`src/rtl/exrom_burst.sv`:
```
// -----------------------------------------------------------------------------
// exrom_burst
//   Parametrised external-ROM model serving burst reads with a programmable
//   access latency. The address auto-increments and wraps at 2**ADDR_W.
//   The consumer applies back-pressure with i_STALL.
//   A side write port lets boot logic or a bench preload the contents.
//
// Ports
//   i_SCLK     clock, all logic on the rising edge
//   i_RESET    synchronous reset, active-high (memory contents are kept)
//   i_RD_RQST  read request (level), sampled only while idle
//   i_ADDR     burst start address, captured with the request
//   i_BLEN     burst length minus one, captured with the request
//   i_STALL    consumer not ready; the current beat is held
//   i_WR_EN    preload write strobe
//   i_WR_ADDR  preload write address
//   i_WR_DATA  preload write data
//   o_DO       read data, zero whenever o_VALID is low
//   o_VALID    o_DO holds a beat
//   o_LAST     the current beat is the final beat of the burst
//   o_BUSY     a burst is in progress; new requests are ignored
// -----------------------------------------------------------------------------
module exrom_burst #(
    parameter int DATA_W  = 16,
    parameter int ADDR_W  = 7,
    parameter int LATENCY = 5,
    parameter int BL_W    = 3
) (
    input  logic              i_SCLK,
    input  logic              i_RESET,
    input  logic              i_RD_RQST,
    input  logic [ADDR_W-1:0] i_ADDR,
    input  logic [BL_W-1:0]   i_BLEN,
    input  logic              i_STALL,
    input  logic              i_WR_EN,
    input  logic [ADDR_W-1:0] i_WR_ADDR,
    input  logic [DATA_W-1:0] i_WR_DATA,
    output logic [DATA_W-1:0] o_DO,
    output logic              o_VALID,
    output logic              o_LAST,
    output logic              o_BUSY
);

    localparam int DEPTH = 2 ** ADDR_W;
    localparam int LAT_W = $clog2(LATENCY + 1);

    localparam logic [1:0] ST_IDLE  = 2'd0;
    localparam logic [1:0] ST_WAIT  = 2'd1;
    localparam logic [1:0] ST_BURST = 2'd2;

    logic [DATA_W-1:0] mem_r [0:DEPTH-1];
    logic [1:0]        state_r;
    logic [ADDR_W-1:0] addr_r;
    logic [BL_W-1:0]   rem_r;     // beats still to come after the current one
    logic [LAT_W-1:0]  lat_r;
    logic [ADDR_W-1:0] addr_inc_s;

    // Next burst address; the natural ADDR_W-bit overflow gives the wrap to 0.
    always_comb begin
        addr_inc_s = addr_r + ADDR_W'(1);
    end

    // Preload write port. Reads in the FSM below sample the array before this
    // update lands, so a beat registered on the same edge returns the old word.
    always_ff @(posedge i_SCLK) begin
        if (i_WR_EN) begin
            mem_r[i_WR_ADDR] <= i_WR_DATA;
        end else begin
            mem_r[i_WR_ADDR] <= mem_r[i_WR_ADDR];
        end
    end

    // Burst controller: request capture, latency countdown, beat delivery.
    always_ff @(posedge i_SCLK) begin
        if (i_RESET) begin
            state_r <= ST_IDLE;
            addr_r  <= {ADDR_W{1'b0}};
            rem_r   <= {BL_W{1'b0}};
            lat_r   <= {LAT_W{1'b0}};
            o_DO    <= {DATA_W{1'b0}};
            o_VALID <= 1'b0;
            o_LAST  <= 1'b0;
            o_BUSY  <= 1'b0;
        end else begin
            case (state_r)
                ST_IDLE: begin
                    if (i_RD_RQST) begin
                        addr_r  <= i_ADDR;
                        rem_r   <= i_BLEN;
                        lat_r   <= LAT_W'(LATENCY - 1);
                        o_BUSY  <= 1'b1;
                        state_r <= ST_WAIT;
                    end else begin
                        o_BUSY  <= 1'b0;
                    end
                end
                ST_WAIT: begin
                    // Stall is deliberately ignored here: the countdown always runs.
                    if (lat_r == {LAT_W{1'b0}}) begin
                        o_DO    <= mem_r[addr_r];
                        o_VALID <= 1'b1;
                        o_LAST  <= (rem_r == {BL_W{1'b0}});
                        state_r <= ST_BURST;
                    end else begin
                        lat_r   <= lat_r - LAT_W'(1);
                    end
                end
                ST_BURST: begin
                    if (o_VALID && !i_STALL) begin
                        if (rem_r != {BL_W{1'b0}}) begin
                            // Register the next word on the consume edge: no bubble.
                            addr_r  <= addr_inc_s;
                            o_DO    <= mem_r[addr_inc_s];
                            rem_r   <= rem_r - BL_W'(1);
                            o_LAST  <= (rem_r == BL_W'(1));
                        end else begin
                            o_DO    <= {DATA_W{1'b0}};
                            o_VALID <= 1'b0;
                            o_LAST  <= 1'b0;
                            o_BUSY  <= 1'b0;
                            state_r <= ST_IDLE;
                        end
                    end else begin
                        // Stalled: hold beat and address; a later write does not refresh it.
                        o_DO    <= o_DO;
                    end
                end
                default: begin
                    state_r <= ST_IDLE;
                    o_DO    <= {DATA_W{1'b0}};
                    o_VALID <= 1'b0;
                    o_LAST  <= 1'b0;
                    o_BUSY  <= 1'b0;
                end
            endcase
        end
    end

endmodule

```
`config.mk`:
```
export PLATFORM = sky130hd
export DESIGN_NAME = exrom_burst
export DESIGN_NICKNAME = d
export VERILOG_FILES = /design/src/rtl/exrom_burst.sv
export SDC_FILE = /design/constraint.sdc
export NUM_CORES = 2
export LEC_CHECK = 0
export BUFFER_PORTS_ARGS = -buffer_cell sky130_fd_sc_hd__buf_2
export CELL_PAD_IN_SITES_DETAIL_PLACEMENT = 0
export CELL_PAD_IN_SITES_GLOBAL_PLACEMENT = 1
export CORE_ASPECT_RATIO = 0.6
export CORE_MARGIN = 2
export CORE_UTILIZATION = 56
export DETAILED_ROUTE_END_ITERATION = 6
export PLACE_DENSITY = 0.86
export SYNTH_ARGS = -nofsm -noshare
export SYNTH_HDL_FRONTEND = slang
export SYNTH_SLANG_ARGS = --single-unit
```
`constraint.sdc`:
```
create_clock -name i_SCLK -period 4.2 [get_ports i_SCLK]
set_input_delay 0.84 -clock i_SCLK [delete_from_list [all_inputs] [get_ports i_SCLK]]
set_output_delay 0.84 -clock i_SCLK [all_outputs]
set_load 0.03 [all_outputs]
```
* Yosys cells after proc, flatten, opt, wreduce, memory -nomap -nowiden *
Memory sizes are Yosys's and may differ from the RTL's. A register that Yosys moved wholly into a read port is not among the register bits.
Index checks and enable logic that the tools add are counted.

storage, ports and cells
  memories = 1
  bits in read-only memories = 0
  RAM bits = 2048
  input bits = 38
  logic and storage cells = 76
  bits in latches = 0
  bits in registers = 34
  output and inout bits = 19

memories
  name   words  width  rd ports  clocked after Yosys merged registers in  write ports  line  text
  mem_r  128    16     2         1                                        1            51    logic [DATA_W-1:0] mem_r [0:DEPTH-1];

operators by class
  shifts and indexed selects = 0
  bitwise logic cells = 3
  div/mod/pow operators = 0
  $lt $le $gt $ge = 0
  multiply operators = 0
  equal/unequal tests = 10
  $add $sub $neg = 3
  mux-type cells = 36
  reductions and logical operators = 15

operators with widths
  operator                                                               count
  16-bit 2-to-1 mux                                                      4
  16-bit one-hot mux with 3 select lines                                 1
  7-bit 2-to-1 mux                                                       5
  3-bit 2-to-1 mux                                                       5
  7-bit one-hot mux with 2 select lines                                  1
  2-bit inequality test, second input constant                           6
  3-bit one-hot mux with 2 select lines                                  2
  4-bit AND reduction                                                    3
  1-bit 2-to-1 mux                                                       10
  1-bit one-hot mux with 3 select lines                                  3
  3-bit AND reduction                                                    3
  2-bit 2-to-1 mux                                                       4
  7-bit by 1-bit adder with 7-bit output, second input constant          1
  3-bit logical NOT                                                      2
  2-bit one-hot mux with 3 select lines                                  1
  3-bit by 1-bit subtractor with 3-bit output, second input constant     2
  2-bit nonzero test                                                     2
  3-bit by 1-bit equality test with 1-bit output, second input constant  1
  3-bit nonzero test                                                     1
  2-bit by 1-bit equality test with 1-bit output, second input constant  1
  2-bit equality test, second input constant                             1
  2-bit logical NOT                                                      1
  1-bit NOT                                                              2
  2-bit AND reduction                                                    1
  other kinds (4)                                                        4

* Logic depth before layout (Yosys ltp) *
  depth in word-level cells = 6
  depth in mapped cells = 12

* Worst setup path before layout *
No wires, ideal clock.

  kind = input -> register
  start point = input i_WR_ADDR[6]
  end point = memory mem_r[80][0] (enable)
  path buffers = 0
  stages on the path = 3
  data required time = 3770 ps
  slack = 795 ps
  arrival = 2974 ps
  cells stage by stage = nor2b_1 -> nand3_1 -> nor4_1

RTL lines
  item             line  text
  start, declared  36    input logic [ADDR_W-1:0] i_WR_ADDR,
  end, declared    51

Straight into the memory's write port.

==> impl_metrics.ini <==
[run_status]
status = complete, but fails checks
violations = DRC, setup timing

[pwr]
clockPowerShare_pct = 26.6
power_mw = 65.4
sw_frac_of_total_pct = 34.0
ir_drop_v = 0.000441
power_leakage_nw = 33.2
p_sw_mw = 22.2
internal_power_mw = 43.1
power_density_nw_per_um2 = 601
seqPwrFrac_pct = 35.8
p_comb_share_pct = 37.6

[floorplanning]
die_h_um = 326
rows = 118
pin_count = 57
initial_core_util_pct = 56.3
core_um2 = 172000
chipWidth_um = 541
die-area_um2 = 176000

[timing]
hold_viol = 0
maxSlewHeadroom_pct = 3.34
setup_violations = 1
fmax_ghz = 0.238
fin_ws_ns = -0.00449
fin_hold_ws_ns = 0.310
slew_viol_final = 0
rsz0062_at_grt = no
min_period_ns = 4.20
fin_crit_sh_pct = 100
skew_ns = 0.0409
tightest_slew_ns = 1.44

[synthesis]
synth_top_area_share_pct = 63.5
synthFlopType = edfxtp_1
yosysWarnings = 0
yosysMostFrequentCell = edfxtp_1
syn_nets = 5131
synthTopCellsByArea = edfxtp_1, mux4_2, mux2i_1, nand2_1, dfxtp_1
syn_area_per_cell_um2 = 19.1
synth_common_cells = edfxtp_1, mux4_2, nand2_1
synth_seq_cells = 2089
synth_cells = 5084
async_flop_share_pct = 0
synth_edf_count = 2048
yosysSeqAreaShare_pct = 64.3
yosysTopAreaCell = edfxtp_1
synthesis.area_um2 = 96900
netlist-cell-type-count = 59

[placed_design]
pre_cts_ws_ns = 0.186
hpwlAfterDp_um = 214000
port-buffer-count = 56
routabilityCongestion = 1.01
dpl_cell_area_um2 = 103000

[clocking]
cts.clk_slew.worst_paths_ns = 0.06
clockRootBuffer = clkbuf_16
cts.htree.levels = 4
insertion_delay_ns = 0.86
cts_inserted_buffers = 193
cts_tree = done
cts_setup_buffers = 0
cts_sinks = 2089
ctsResizeCount = 0
cts-hold-fix-buffers = 0
clockBufferDepth = 4

[routing]
dr.pass1.iters = 7
wire_per_inst_um = 40.9
drtIter0Drc = 11700
totalWireLength_um = 321000
via_count = 59800
drtAntennaViolNets = 0
vias_per_cell = 7.63
drcViolationCount = 2

[layout]
final_area_um2 = 109000
nNetsFinal = 5457
area_delta_synth_final_pct = 12.3
nFillCells = 11500
final_core_util_pct = 63.2
drive_gt1_share_pct = 34.6

[grt]
grt_pass1_wl_um = 448000
grt_usage_pct = 36.5
met3_usage_pct = 22.8
grt_antenna_before_repair = 20
busiest_layer = met1
grt-ovfl-total = 0
grt_max_degree = 129
globalRouteMet2Util_pct = 46.5
first_global_vias = 56600
gr-usage-met1_pct = 52.7

[worst_hold_path]
hold_class = input pin to flop
min_path_cells = 3
worstHoldStart = i_RD_RQST
min_to = o_BUSY

[worst_setup_path]
endpoint_kind = flop
crit_path_max_fanout = 70
cp-start-kind = flop
path_delay_family = compound AO/OA/AOI/OAI gates
cpMostUsedCell = buf_12
timing.rr.end = o_DO[5]
path_cells = buf_12, buf_12, mux4_2, mux2_2, a22oi_1, nor2_1, a2111oi_0, a211oi_1, a221o_1
worst-path-buf-inv = 2
worst_ep_required_time_ns = 4.94
critPathArrivalTime_ns = 4.95
rrSetupSlack_ns = -0.004
slowest_stage = a2111oi_0
rr_worst_depth = 9
cp_slowest_stage_delay_ns = 1.06
critical_path_class = flop to flop

[flow_run]
max_cap_viol_count = 0
==> power by group through the flow <==
stage	Combinational, mW	Sequential [mW]	Clock, mW
final	24.6	23.4	17.4
after global routing	25.1	23.4	18.2
after CTS	23.7	23.4	17.4
after detailed placement	23.5	23.8	0
after global placement	23.3	23.8	0
after floorplan	14.9	23.6	0
==> stage by stage <==
stage	instances	TNS [ns]
after floorplan	5084	0
after global placement	7495	0
after detailed placement	7495	0
after CTS	7835	0
after global routing	7836	0
final	7846	-0.00449
==> tightest hold or removal path, stage by stage <==
cell and delay (ns):
buf_2 0.11, nand3_1 0.07, a21oi_1 0.06
==> cells in the final DEF, fill, tap and decap left out, types with 15 or more instances in the layout <==
cell type / count
a2111oi_0: 21
a211oi_1: 57
a21oi_1: 73
a221o_1: 16
a22oi_1: 92
a311oi_1: 16
a31oi_1: 48
and2_1: 43
buf_12: 55
buf_2: 40
buf_4: 442
bufinv_16: 15
clkbuf_1: 42
clkbuf_16: 195
clkinv_1: 35
clkinv_2: 25
dfxtp_1: 36
edfxtp_1: 2048
mux2_2: 42
mux2i_1: 263
mux4_2: 990
nand2_1: 271
nand3_1: 68
nand4_1: 25
nor2_1: 124
nor2_2: 60
nor2b_1: 19
o211ai_1: 36
o21ai_0: 62
o221ai_1: 30
o22ai_1: 99
==> layer usage <==
layer,up-vias,part of all wire [%]
met5,-,0.024
met4,12,2.9
met3,604,23
met2,5941,39
met1,30900,35
li1,22400,-
==> state kept, by name, indices dropped and copies added (netlist names), named ones only <==
signal / cells
o_LAST: 1
addr_r: 7
o_DO: 16
rem_r: 3
o_VALID: 1
mem_r: 2048
state_r: 2
lat_r: 3
o_BUSY: 1
==> logic make-up after synthesis <==
kind of cell,after synthesis,share of synthesized area [%]
DFF,2089,64.3
and+or+nand+nor,681,3.13
AOI/OAI and AO/OA,582,4.14
adders and majority gates,9,0.116
xor gates and xnor gates,7,0.0633
buffers and inverters,421,2.00
muxes,1295,26.2
==> cell type report <==
type | count | area (um2) | area share, %
Antenna cell | 11 | 27.5 | 0.0253
Tap cell | 2280 | 2850 | 2.62
Clock inverter | 98 | 933 | 0.858
Inverter | 15 | 58.8 | 0.0540
Sequential cell | 2089 | 62300 | 57.3
Multi-Input combinational cell | 2574 | 32900 | 30.2
Timing Repair Buffer | 537 | 4620 | 4.24
Clock buffer | 242 | 5110 | 4.69
==> worst max-delay path by stage <==
stage	startpoint	to	slack [ns]	cells past startpoint
after global placement	flop	o_DO[7]	0.25	9
after floorplan	i_WR_ADDR[6]	mem_r[80][0]	0.80	3
after detailed placement	flop	o_DO[7]	0.19	9
after global routing	flop	o_DO[5]	0.01	9
after CTS	addr_r[0]	o_DO[12]	0.20	9
final	flop	o_DO[5]	-0.004	9
(Power assumes the default switching activity.)
